--- src/rtl/ifmap_buffer_pkg.sv ---
// Shared encodings for the IFMap buffer writer FSM and the read-side buffer status.
package ifmap_buffer_pkg;

  localparam logic [1:0] IDLE     = 2'd0;
  localparam logic [1:0] FILL     = 2'd1;
  localparam logic [1:0] ROW_DONE = 2'd2;

  typedef enum logic [1:0] {
    S_IDLE     = IDLE,
    S_FILL     = FILL,
    S_ROW_DONE = ROW_DONE
  } wr_state_e;

  // Read-side view of the circular buffer, consumed by the writer top.
  localparam logic [1:0] RD_EMPTY   = 2'd0;
  localparam logic [1:0] RD_PARTIAL = 2'd1;
  localparam logic [1:0] RD_FULL    = 2'd2;

  typedef enum logic [1:0] {
    B_EMPTY   = RD_EMPTY,
    B_PARTIAL = RD_PARTIAL,
    B_FULL    = RD_FULL
  } rd_status_e;

endpackage

--- src/rtl/ifmap_circular_buffer.sv ---
// Circular storage with first-word fall-through head; callers only assert
// wr_en when not full and rd_en when not empty.
module ifmap_circular_buffer
  import ifmap_buffer_pkg::*;
#(
  parameter int DATA_WIDTH = 16,
  parameter int DEPTH      = 8
) (
  input  logic                     clk,
  input  logic                     rst,
  input  logic                     wr_en,
  input  logic [DATA_WIDTH-1:0]    wr_data,
  input  logic                     rd_en,
  output logic [DATA_WIDTH-1:0]    rd_data,
  output rd_status_e               status,
  output logic [$clog2(DEPTH):0]   occupancy
);

  localparam int PTR_W = $clog2(DEPTH);
  localparam int CNT_W = PTR_W + 1;

  logic [DATA_WIDTH-1:0] mem [DEPTH];
  logic [PTR_W-1:0]      wr_ptr;
  logic [PTR_W-1:0]      rd_ptr;
  logic [CNT_W-1:0]      count;

  // Storage is intentionally left out of reset.
  always_ff @(posedge clk) begin
    if (wr_en) mem[wr_ptr] <= wr_data;
  end

  always_ff @(posedge clk) begin
    if (rst) begin
      wr_ptr <= '0;
      rd_ptr <= '0;
      count  <= '0;
    end else begin
      if (wr_en) wr_ptr <= wr_ptr + PTR_W'(1);
      if (rd_en) rd_ptr <= rd_ptr + PTR_W'(1);
      case ({wr_en, rd_en})
        2'b10:   count <= count + CNT_W'(1);
        2'b01:   count <= count - CNT_W'(1);
        default: count <= count;
      endcase
    end
  end

  always_comb begin
    status = B_PARTIAL;
    if (count == '0)                status = B_EMPTY;
    else if (count == CNT_W'(DEPTH)) status = B_FULL;
  end

  assign rd_data   = mem[rd_ptr];
  assign occupancy = count;

endmodule

--- src/rtl/ifmap_buffer_writer.sv ---
// Loads one IFMap row of ROW_LEN words into a circular buffer per start request;
// the consumer drains the buffer independently of the writer FSM.
module ifmap_buffer_writer
  import ifmap_buffer_pkg::*;
#(
  parameter int DATA_WIDTH = 16,
  parameter int DEPTH      = 8,
  parameter int ROW_LEN    = 4
) (
  input  logic                   clk,
  input  logic                   rst,
  input  logic                   start,
  input  logic                   src_valid,
  input  logic [DATA_WIDTH-1:0]  src_data,
  output logic                   src_ready,
  input  logic                   buffer_read_enable,
  output logic                   buffer_valid,
  output logic [DATA_WIDTH-1:0]  buffer_dout,
  output logic                   buffer_full,
  output logic                   row_done,
  output logic                   busy,
  output logic [1:0]             dbg_state,
  output logic [$clog2(DEPTH):0] dbg_occupancy
);

  localparam logic [7:0] LAST_WORD = 8'(ROW_LEN - 1);

  wr_state_e  state_q, state_d;
  logic [7:0] word_cnt_q;
  rd_status_e buf_status;
  logic       wr_en, rd_en;

  // Handshakes: a write fires on src_valid & src_ready, a pop fires on
  // buffer_read_enable & buffer_valid; both are qualified here before the buffer.
  assign src_ready    = !rst && (state_q == S_FILL) && (buf_status != B_FULL);
  assign buffer_valid = !rst && (buf_status != B_EMPTY);
  assign buffer_full  = !rst && (buf_status == B_FULL);
  assign row_done     = !rst && (state_q == S_ROW_DONE);
  assign busy         = !rst && (state_q != S_IDLE);
  assign wr_en        = src_valid && src_ready;
  assign rd_en        = buffer_read_enable && buffer_valid;
  assign dbg_state    = state_q;

  always_comb begin
    state_d = state_q;
    case (state_q)
      S_IDLE:     if (start) state_d = S_FILL;
      S_FILL:     if (wr_en && (word_cnt_q == LAST_WORD)) state_d = S_ROW_DONE;
      S_ROW_DONE: state_d = S_IDLE;
      default:    state_d = S_IDLE;
    endcase
  end

  always_ff @(posedge clk) begin
    if (rst) begin
      state_q    <= S_IDLE;
      word_cnt_q <= '0;
    end else begin
      state_q <= state_d;
      if (state_q == S_IDLE && state_d == S_FILL) word_cnt_q <= '0;
      else if (wr_en)                             word_cnt_q <= word_cnt_q + 8'd1;
    end
  end

  ifmap_circular_buffer #(
    .DATA_WIDTH (DATA_WIDTH),
    .DEPTH      (DEPTH)
  ) u_buf (
    .clk       (clk),
    .rst       (rst),
    .wr_en     (wr_en),
    .wr_data   (src_data),
    .rd_en     (rd_en),
    .rd_data   (buffer_dout),
    .status    (buf_status),
    .occupancy (dbg_occupancy)
  );

endmodule

--- config.mk ---
export PLATFORM = sky130hd
export DESIGN_NAME = ifmap_buffer_writer
export DESIGN_NICKNAME = d
export VERILOG_FILES = /design/src/rtl/ifmap_buffer_pkg.sv /design/src/rtl/ifmap_circular_buffer.sv /design/src/rtl/ifmap_buffer_writer.sv
export SDC_FILE = /design/constraint.sdc
export NUM_CORES = 1
export LEC_CHECK = 0
export BUFFER_PORTS_ARGS = -buffer_cell sky130_fd_sc_hd__buf_2
export CAP_MARGIN = 20
export CORE_MARGIN = 2
export CORE_UTILIZATION = 59
export CTS_CLUSTER_SIZE = 20
export DETAILED_ROUTE_END_ITERATION = 8
export PLACE_DENSITY = 0.79
export SLEW_MARGIN = 30
export SYNTH_ARGS = -nofsm -noshare
export SYNTH_HDL_FRONTEND = slang
export SYNTH_HIERARCHICAL = 1
export SYNTH_SLANG_ARGS = --single-unit
--- constraint.sdc ---
create_clock -name clk -period 4.55 [get_ports clk]
set_clock_uncertainty 0.1 [all_clocks]
set_input_delay 0.91 -clock clk [delete_from_list [all_inputs] [get_ports clk]]
set_output_delay 0.91 -clock clk [all_outputs]
set_load 0.05 [all_outputs]
==> metrics, run 1 <==
outcome=finished clean; Crit Reg-Reg Startpoint=u_buf/occupancy[1]; max-slew violations=0; power per cell area=425 nW/um^2; Post-route DRC=0; Worst Tran Pin Value=0.879 ns; highest metal used=met4; I/O pin total=48; pin count of the biggest net entering global routing=33; Synthesis Warnings=6; accumulated negative setup slack=0 ns; number of endpoints with negative hold slack in the final report=0; data required time at the worst endpoint=3.54 ns; Max Clk Rate=280 MHz; share of layout cells above drive strength 1=29.1%; dominant register cell in the synthesized netlist=sky130_fd_sc_hd__edfxtp_1; total global routing track utilization=21.3%; Final Critical Period=3.58 ns; final net count=412; number of placed instances with taps included=502; maximum capacitance violations=0; height of the chip=105 um; number of endpoints failing setup at the final stage=0; count of flip-flops with a built-in enable after synthesis=128; cells after synthesis=320; post-DR wirelength/cell=20.5 um; starting utilization of the core area=59.8%; WL final=11000 um; Root Buffer=sky130_fd_sc_hd__clkbuf_8; Post-Synthesis Cell Area=6070 sq um; hold-critical path endpoint=word_cnt_q[1]; R2R Setup Slk=1.11 ns; worst-path maximum fanout=20; DR vias=3123; cell count of the worst reg-to-reg path=11; Skew-Pair Late Insertion Delay=0.52 ns; reg-to-reg critical path endpoint=u_buf/occupancy[3]; register bit count reported by yosys=151; post-layout util=69.8%; number of cells in the finished layout apart from fillers=535; routed length on met2=5620 um; initial DRC count=197; total number of clock tree sinks=151; number of distinct library cell variants in the gate-level netlist after synthesis=38; post-place setup slack=0.637 ns; final cycle utilization of the critical path=78.6%; per-instance average area after synthesis=19.0 sq um; detailed placer's ending HPWL=6600 um; DRT met1 WL=4450 um; area delta synth->final=16.7%; grt ovf=0; static leakage=2.45 nW; deepest clock path buffer count=2; die area=11100 sq um; instance area at placement=6500 sq um; worst voltage drop across the vdd grid=265 uV; setup repair bufs after CTS=0; Vias per Instance=5.84; Finished Cell Area=7080 sq um; number of detailed-routing iterations run before antenna repair=5; horizontal extent of the die=105 um; unrepaired setup endpoints after global routing=no; path type of the worst min-delay path=reg2reg; capturing element type of the critical path=output pin; Core Region=10100 sq um; H-tree depth=4; startpoint of the lowest-slack hold path=word_cnt_q[1]; fraction of registers with async set or reset after synthesis=0%; endpoint arrival time on the critical path=2.57 ns; slew margin rel.=41.3%; antenna violations before repair=1; Post-Synthesis Net Count=347; site row count=37; Detail Route Antenna Nets=0; Post-CTS Hold Buffers=0; number of clock buffers inserted by TritonCTS=17; overall power consumption=3.01 mW; routability congestion estimate from global placement=0.769; global-route wire length before repair=17300 um; clock tree from TritonCTS=yes; number of gates resized after cts=0; number of buffer cells added on primary ports=47; Clk pin slew, worst setup/hold paths=0.07 ns; total length of routed met3 wires=665 um; via count of the first global-routing pass=3220; worst hold slack=0.399 ns; final worst-path setup slack=0.973 ns; kind of critical path=reg2out; hold path cells=2; sequential area share after synthesis=71.0%; Critical Path Source Type=flip-flop
how the worst max path moves through the flow:
stage | slack (ns) | endpoint
after floorplan | 0.65 | u_buf/mem[0][0]
after global placement | 0.75 | u_buf/occupancy[3]
after detailed placement | 0.64 | u_buf/occupancy[2]
after CTS | 0.94 | buffer_dout[12]
after global routing | 0.85 | u_buf/occupancy[3]
final | 0.97 | buffer_dout[12]
metal layers:
metal | global-route usage (%) | vias to the layer above
li1 | - | 1429
met1 | 27.9 | 1574
met2 | 34.6 | 103
met3 | 4.95 | 17
met4 | 8.95 | 0
met5 | 0 | -
area by class of cell:
cell class                 instances  area [sq um]
sequential                       151          4300
fill                             608          3060
multi-input combinational        150          1660
clock buffer                      18           418
timing repair buffer              61           353
tap                              136           170
clock inverter                    14           159
inverter                           4          15.0
antenna                            1          2.50
placed cells by master (no fill, tap or decap), drive strengths merged, types with 2 or more instances in the layout:
cell type,instances
a21oi,4
and3,2
buf,61
clkbuf,18
clkinv,3
clkinvlp,2
dfxtp,23
edfxtp,128
ha,6
inv,12
mux2,18
mux2i,3
mux4,32
nand2,9
nand2b,4
nand3,3
nor2,29
nor3,4
nor4,3
nor4b,3
o21ai,3
or3,2
or3b,2
xnor2,7
xor2,5
sequential cells by signal, indices dropped and copies added (netlist names), named ones only:
register,cells
u_buf/wr_ptr,3
dbg_state,2
u_buf/rd_ptr,3
u_buf/mem,128
word_cnt_q,8
u_buf/occupancy,4
report_power, final:
| part | internal, mW | total, mW | switching (mW) |
|---|---|---|---|
| registers | 1.51 | 1.52 | 0.00771 |
| logic | 0.0525 | 0.155 | 0.102 |
| clock network | 0.752 | 1.34 | 0.585 |
cell usage after synthesis, drive strengths merged (4+ instances only):
| master | n | area, sq um |
|---|---|---|
| xnor2 | 7 | 61.3 |
| nor2 | 29 | 109 |
| ha | 6 | 75.1 |
| buf | 11 | 81.3 |
| nand2 | 9 | 33.8 |
| inv | 4 | 15.0 |
| dfxtp | 23 | 460 |
| edfxtp | 128 | 3840 |
| mux4 | 32 | 826 |
| clkbuf | 4 | 17.5 |
| nand2b | 4 | 25.0 |
| xor2 | 5 | 43.8 |
| a21oi | 4 | 20.0 |
| mux2 | 18 | 203 |
| nor3 | 4 | 20.0 |
critical path, stage by stage (launching register included):
cell and delay, ns:
sky130_fd_sc_hd__dfxtp_1 0.72, sky130_fd_sc_hd__buf_4 0.42, sky130_fd_sc_hd__mux4_1 0.38, sky130_fd_sc_hd__mux2_2 0.30
sky130_fd_sc_hd__buf_2 0.21
cells by family after synthesis:
kind of cell	count (synthesis)	share of synthesized area, %
flip-flops	151	71.0
AO/OA/AOI/OAI	11	1.09
buffers and inverters	19	1.88
adder cells (fa/ha/maj)	6	1.24
AND/OR/NAND/NOR	68	5.65
XOR/XNOR	12	1.73
multiplexers	53	17.5
No activity file was read; power rests on OpenSTA's default activity.
==> run 2, diff against run 1 <==
- ABC_AREA: not set -> 1
- CORE_UTILIZATION: 59 -> 54
- PLACE_DENSITY: 0.79 -> 0.76
- clock period: 4.55 -> 3.2 ns (I/O delays scaled with it)
==> run 2 against run 1 <==
Area after synthesis up 3.1%; via count is 32% higher; utilization decreased by 6.0 points; setup slack worse by 0.71 ns; synthesized cell count is 68% higher; non-clock buffer count increased by 3; wire length is 12% higher; flip-flop and latch count is the same; worst hold slack lost 0.011 ns; die area is 12% higher; count of clock-buffer cells in the layout shrank 1; highest routed layer unchanged; largest power group unchanged; largest cell class unchanged; first-iteration DRC count grew 50%.
==> metrics, run 2 <==
cells after synthesis=537 (+68%); fraction of registers with async set or reset after synthesis=0% (unchanged); capture point of the worst path=buffer_dout[4]; I/O pin total=48 (unchanged); reg-to-reg critical path endpoint=u_buf/occupancy[2]; register bit count reported by yosys=151 (unchanged); horizontal extent of the die=112 um (+5.9%); kind of critical path=reg2out; share of layout cells above drive strength 1=17.6% (-12 points); Worst Tran Pin Value=0.711 ns (-0.168 ns); die area=12500 sq um (+12%); site row count=39 (+5.4%); total number of clock tree sinks=151 (unchanged); Final Critical Period=2.94 ns; worst hold slack=0.388 ns (-0.0109 ns); number of gates resized after cts=0 (unchanged); top cells by area, synth=sky130_fd_sc_hd__edfxtp_1, sky130_fd_sc_hd__dfxtp_1, sky130_fd_sc_hd__nor2_1; Core Region=11400 sq um (+12%); worst voltage drop across the vdd grid=419 uV (+58%); Skew-Pair Late Insertion Delay=0.41 ns (-0.11 ns); R2R Setup Slk=0.70 ns (-0.41 ns); final cycle utilization of the critical path=91.9%; outcome=finished clean; path type of the worst min-delay path=in2reg; final net count=622 (+51%); Root Buffer=sky130_fd_sc_hd__clkbuf_16; DRT met1 WL=5220 um (+17%); cell count of the worst reg-to-reg path=14 (+3); fraction of post-synthesis cell area in the top cell type by area=61.4% (-1.9 points); final worst-path setup slack=0.259 ns (-0.714 ns); instance area at placement=6630 sq um (+1.9%); H-tree depth=4 (unchanged); Detail Route Antenna Nets=0 (unchanged); Clk pin slew, worst setup/hold paths=0.06 ns (about the same); data required time at the worst endpoint=2.46 ns (-1.08 ns); Critical Path Source Type=flip-flop; setup repair bufs after CTS=0 (unchanged); commonest cells after routing, fill and taps aside=sky130_fd_sc_hd__edfxtp_1, sky130_fd_sc_hd__nor2_1, sky130_fd_sc_hd__nand2_1; Post-CTS Hold Buffers=0 (unchanged); via count of the first global-routing pass=3984 (+24%); post-layout util=63.8% (-6.0 points); post-place setup slack=0.602 ns (-0.0356 ns); number of detailed-routing iterations run before antenna repair=7 (+2); number of flip-flops in the largest register=128 (unchanged); per-instance average area after synthesis=11.6 sq um (-39%); cell with the most instances after synthesis=sky130_fd_sc_hd__edfxtp_1; total length of routed met3 wires=752 um (+13%); Vias per Instance=5.48 (-6.2%); Max Clk Rate=340 MHz; highest metal used=met4; routability congestion estimate from global placement=0.792 (+3.0%); Post-route DRC=0 (unchanged); sequential area share after synthesis=68.8% (-2.2 points); number of clock buffers inserted by TritonCTS=17 (unchanged); area delta synth->final=16.0%; clock tree from TritonCTS=yes; number of endpoints failing setup at the final stage=0 (unchanged); height of the chip=112 um (+5.9%); WL final=12300 um (+12%); accumulated negative setup slack=0 ns (unchanged); detailed placer's ending HPWL=6950 um (+5.3%); capturing element type of the critical path=output pin; global-route wire length before repair=19600 um (+14%); starting utilization of the core area=55.0% (-4.8 points); DR vias=4118 (+32%); Post-Synthesis Net Count=564 (+63%); count of flip-flops with a built-in enable after synthesis=128 (unchanged); Synthesis Warnings=6 (unchanged); Fillers=854 (+40%); endpoint arrival time on the critical path=2.20 ns (-0.37 ns); total area of multi-input combinational cells=1670 sq um (+0.75%); slew margin rel.=52.6% (+11 points); Finished Cell Area=7260 sq um (+2.5%); number of buffer cells added on primary ports=47 (unchanged); max-slew violations=0 (unchanged); post-DR wirelength/cell=16.4 um (-20%); static leakage=2.66 nW (+8.8%); register name with the most flops=u_buf/mem; grt ovf=0 (unchanged); Post-Synthesis Cell Area=6260 sq um (+3.1%); Crit Reg-Reg Startpoint=u_buf/occupancy[1]; number of endpoints with negative hold slack in the final report=0 (unchanged); pin count of the biggest net entering global routing=49 (+48%); power per cell area=694 nW/um^2 (+63%); dominant cell type by area after synthesis=sky130_fd_sc_hd__edfxtp_1; worst-path maximum fanout=29 (+45%); maximum capacitance violations=0 (unchanged); unrepaired setup endpoints after global routing=no; antenna violations before repair=0 (-1); initial DRC count=296 (+50%); total global routing track utilization=20.5% (-0.81 points); leading cell types by count after synthesis=sky130_fd_sc_hd__edfxtp_1, sky130_fd_sc_hd__nor2_1, sky130_fd_sc_hd__nand2_1, sky130_fd_sc_hd__o21ai_0, sky130_fd_sc_hd__inv_1; most common cell after layout, fill and taps aside=sky130_fd_sc_hd__edfxtp_1; deepest clock path buffer count=2 (unchanged); number of distinct library cell variants in the gate-level netlist after synthesis=32 (-16%); routed length on met2=6140 um (+9.2%); sequential cell area=4310 sq um (about the same); dominant register cell in the synthesized netlist=sky130_fd_sc_hd__edfxtp_1
run 2: cell types whose count changed after synthesis, sizes merged, moves of 10 or more:
cell   delta
mux4     -32
mux2i    +13
inv      +24
o21ai    +65
nor2     +67
o22ai    +15
nand2    +77
mux2     -18
a21oi    +10
run 2: how the worst min path moves through the flow:
stage	slack (ns)	cells past startpoint	from	endpoint
2_1_floorplan	0.37	2	u_buf/rd_ptr[1]	flip-flop
3_3_place_gp	0.38	2	u_buf/rd_ptr[1]	flip-flop
3_5_place_dp	0.39	2	u_buf/wr_ptr[0]	u_buf/wr_ptr[0]
4_1_cts	0.37	1	src_data[13]	u_buf/mem[0][13]
5_1_grt	0.39	1	src_data[11]	u_buf/mem[6][11]
6_report	0.39	1	src_data[13]	u_buf/mem[6][13]
run 2: kinds of logic (layout without fill, tap and decap cells):
kind of cell	count (synthesis)	after routing	share of synthesized area (%)
AND/OR/NAND/NOR	204	204	13.6
flip-flops	151	151	68.8
AO/OA/AOI/OAI	101	101	8.52
buffers and inverters	53	124	4.50
multiplexers	16	16	2.56
adder cells (fa/ha/maj)	6	6	1.20
XOR/XNOR	6	6	0.840
other	0	1	0
run 2: cell type report:
type,instances,share of cell area [%]
Clock inverter,15,2.81
Multi-Input combinational cell,333,23.0
Timing Repair Buffer,64,5.00
Clock buffer,17,5.86
Antenna cell,1,0.0345
Tap cell,143,2.47
Sequential cell,151,59.3
Inverter,28,1.48
run 2: where the power goes:
| group | leakage (nW) | internal [mW] | switching, mW | total, mW |
|---|---|---|---|---|
| clock | 0.302 | 1.31 | 0.763 | 2.07 |
| sequential | 1.34 | 2.16 | 0.0402 | 2.20 |
| combinational | 1.02 | 0.209 | 0.556 | 0.765 |
run 2: worst max-delay path, cell delays in order (launching register included):
cell,delay (ns)
sky130_fd_sc_hd__dfxtp_2,0.68
sky130_fd_sc_hd__buf_4,0.37
sky130_fd_sc_hd__o21ai_0,0.15
sky130_fd_sc_hd__o22ai_1,0.17
sky130_fd_sc_hd__nand2_1,0.06
sky130_fd_sc_hd__nand2_1,0.08
sky130_fd_sc_hd__buf_2,0.26
run 2: per-stage QoR:
step	power (mW)	instances
after global routing	5.21	751
final	5.04	752
after global placement	2.98	719
after detailed placement	3.00	719
after floorplan	2.85	537
after CTS	5.07	751
run 2: routing by layer:
metal / global-route usage, % / up-vias
met5: 0 / -
met4: 8.56 / 0
met3: 5.55 / 17
met2: 33.7 / 130
met1: 25.8 / 1970
li1: - / 2001
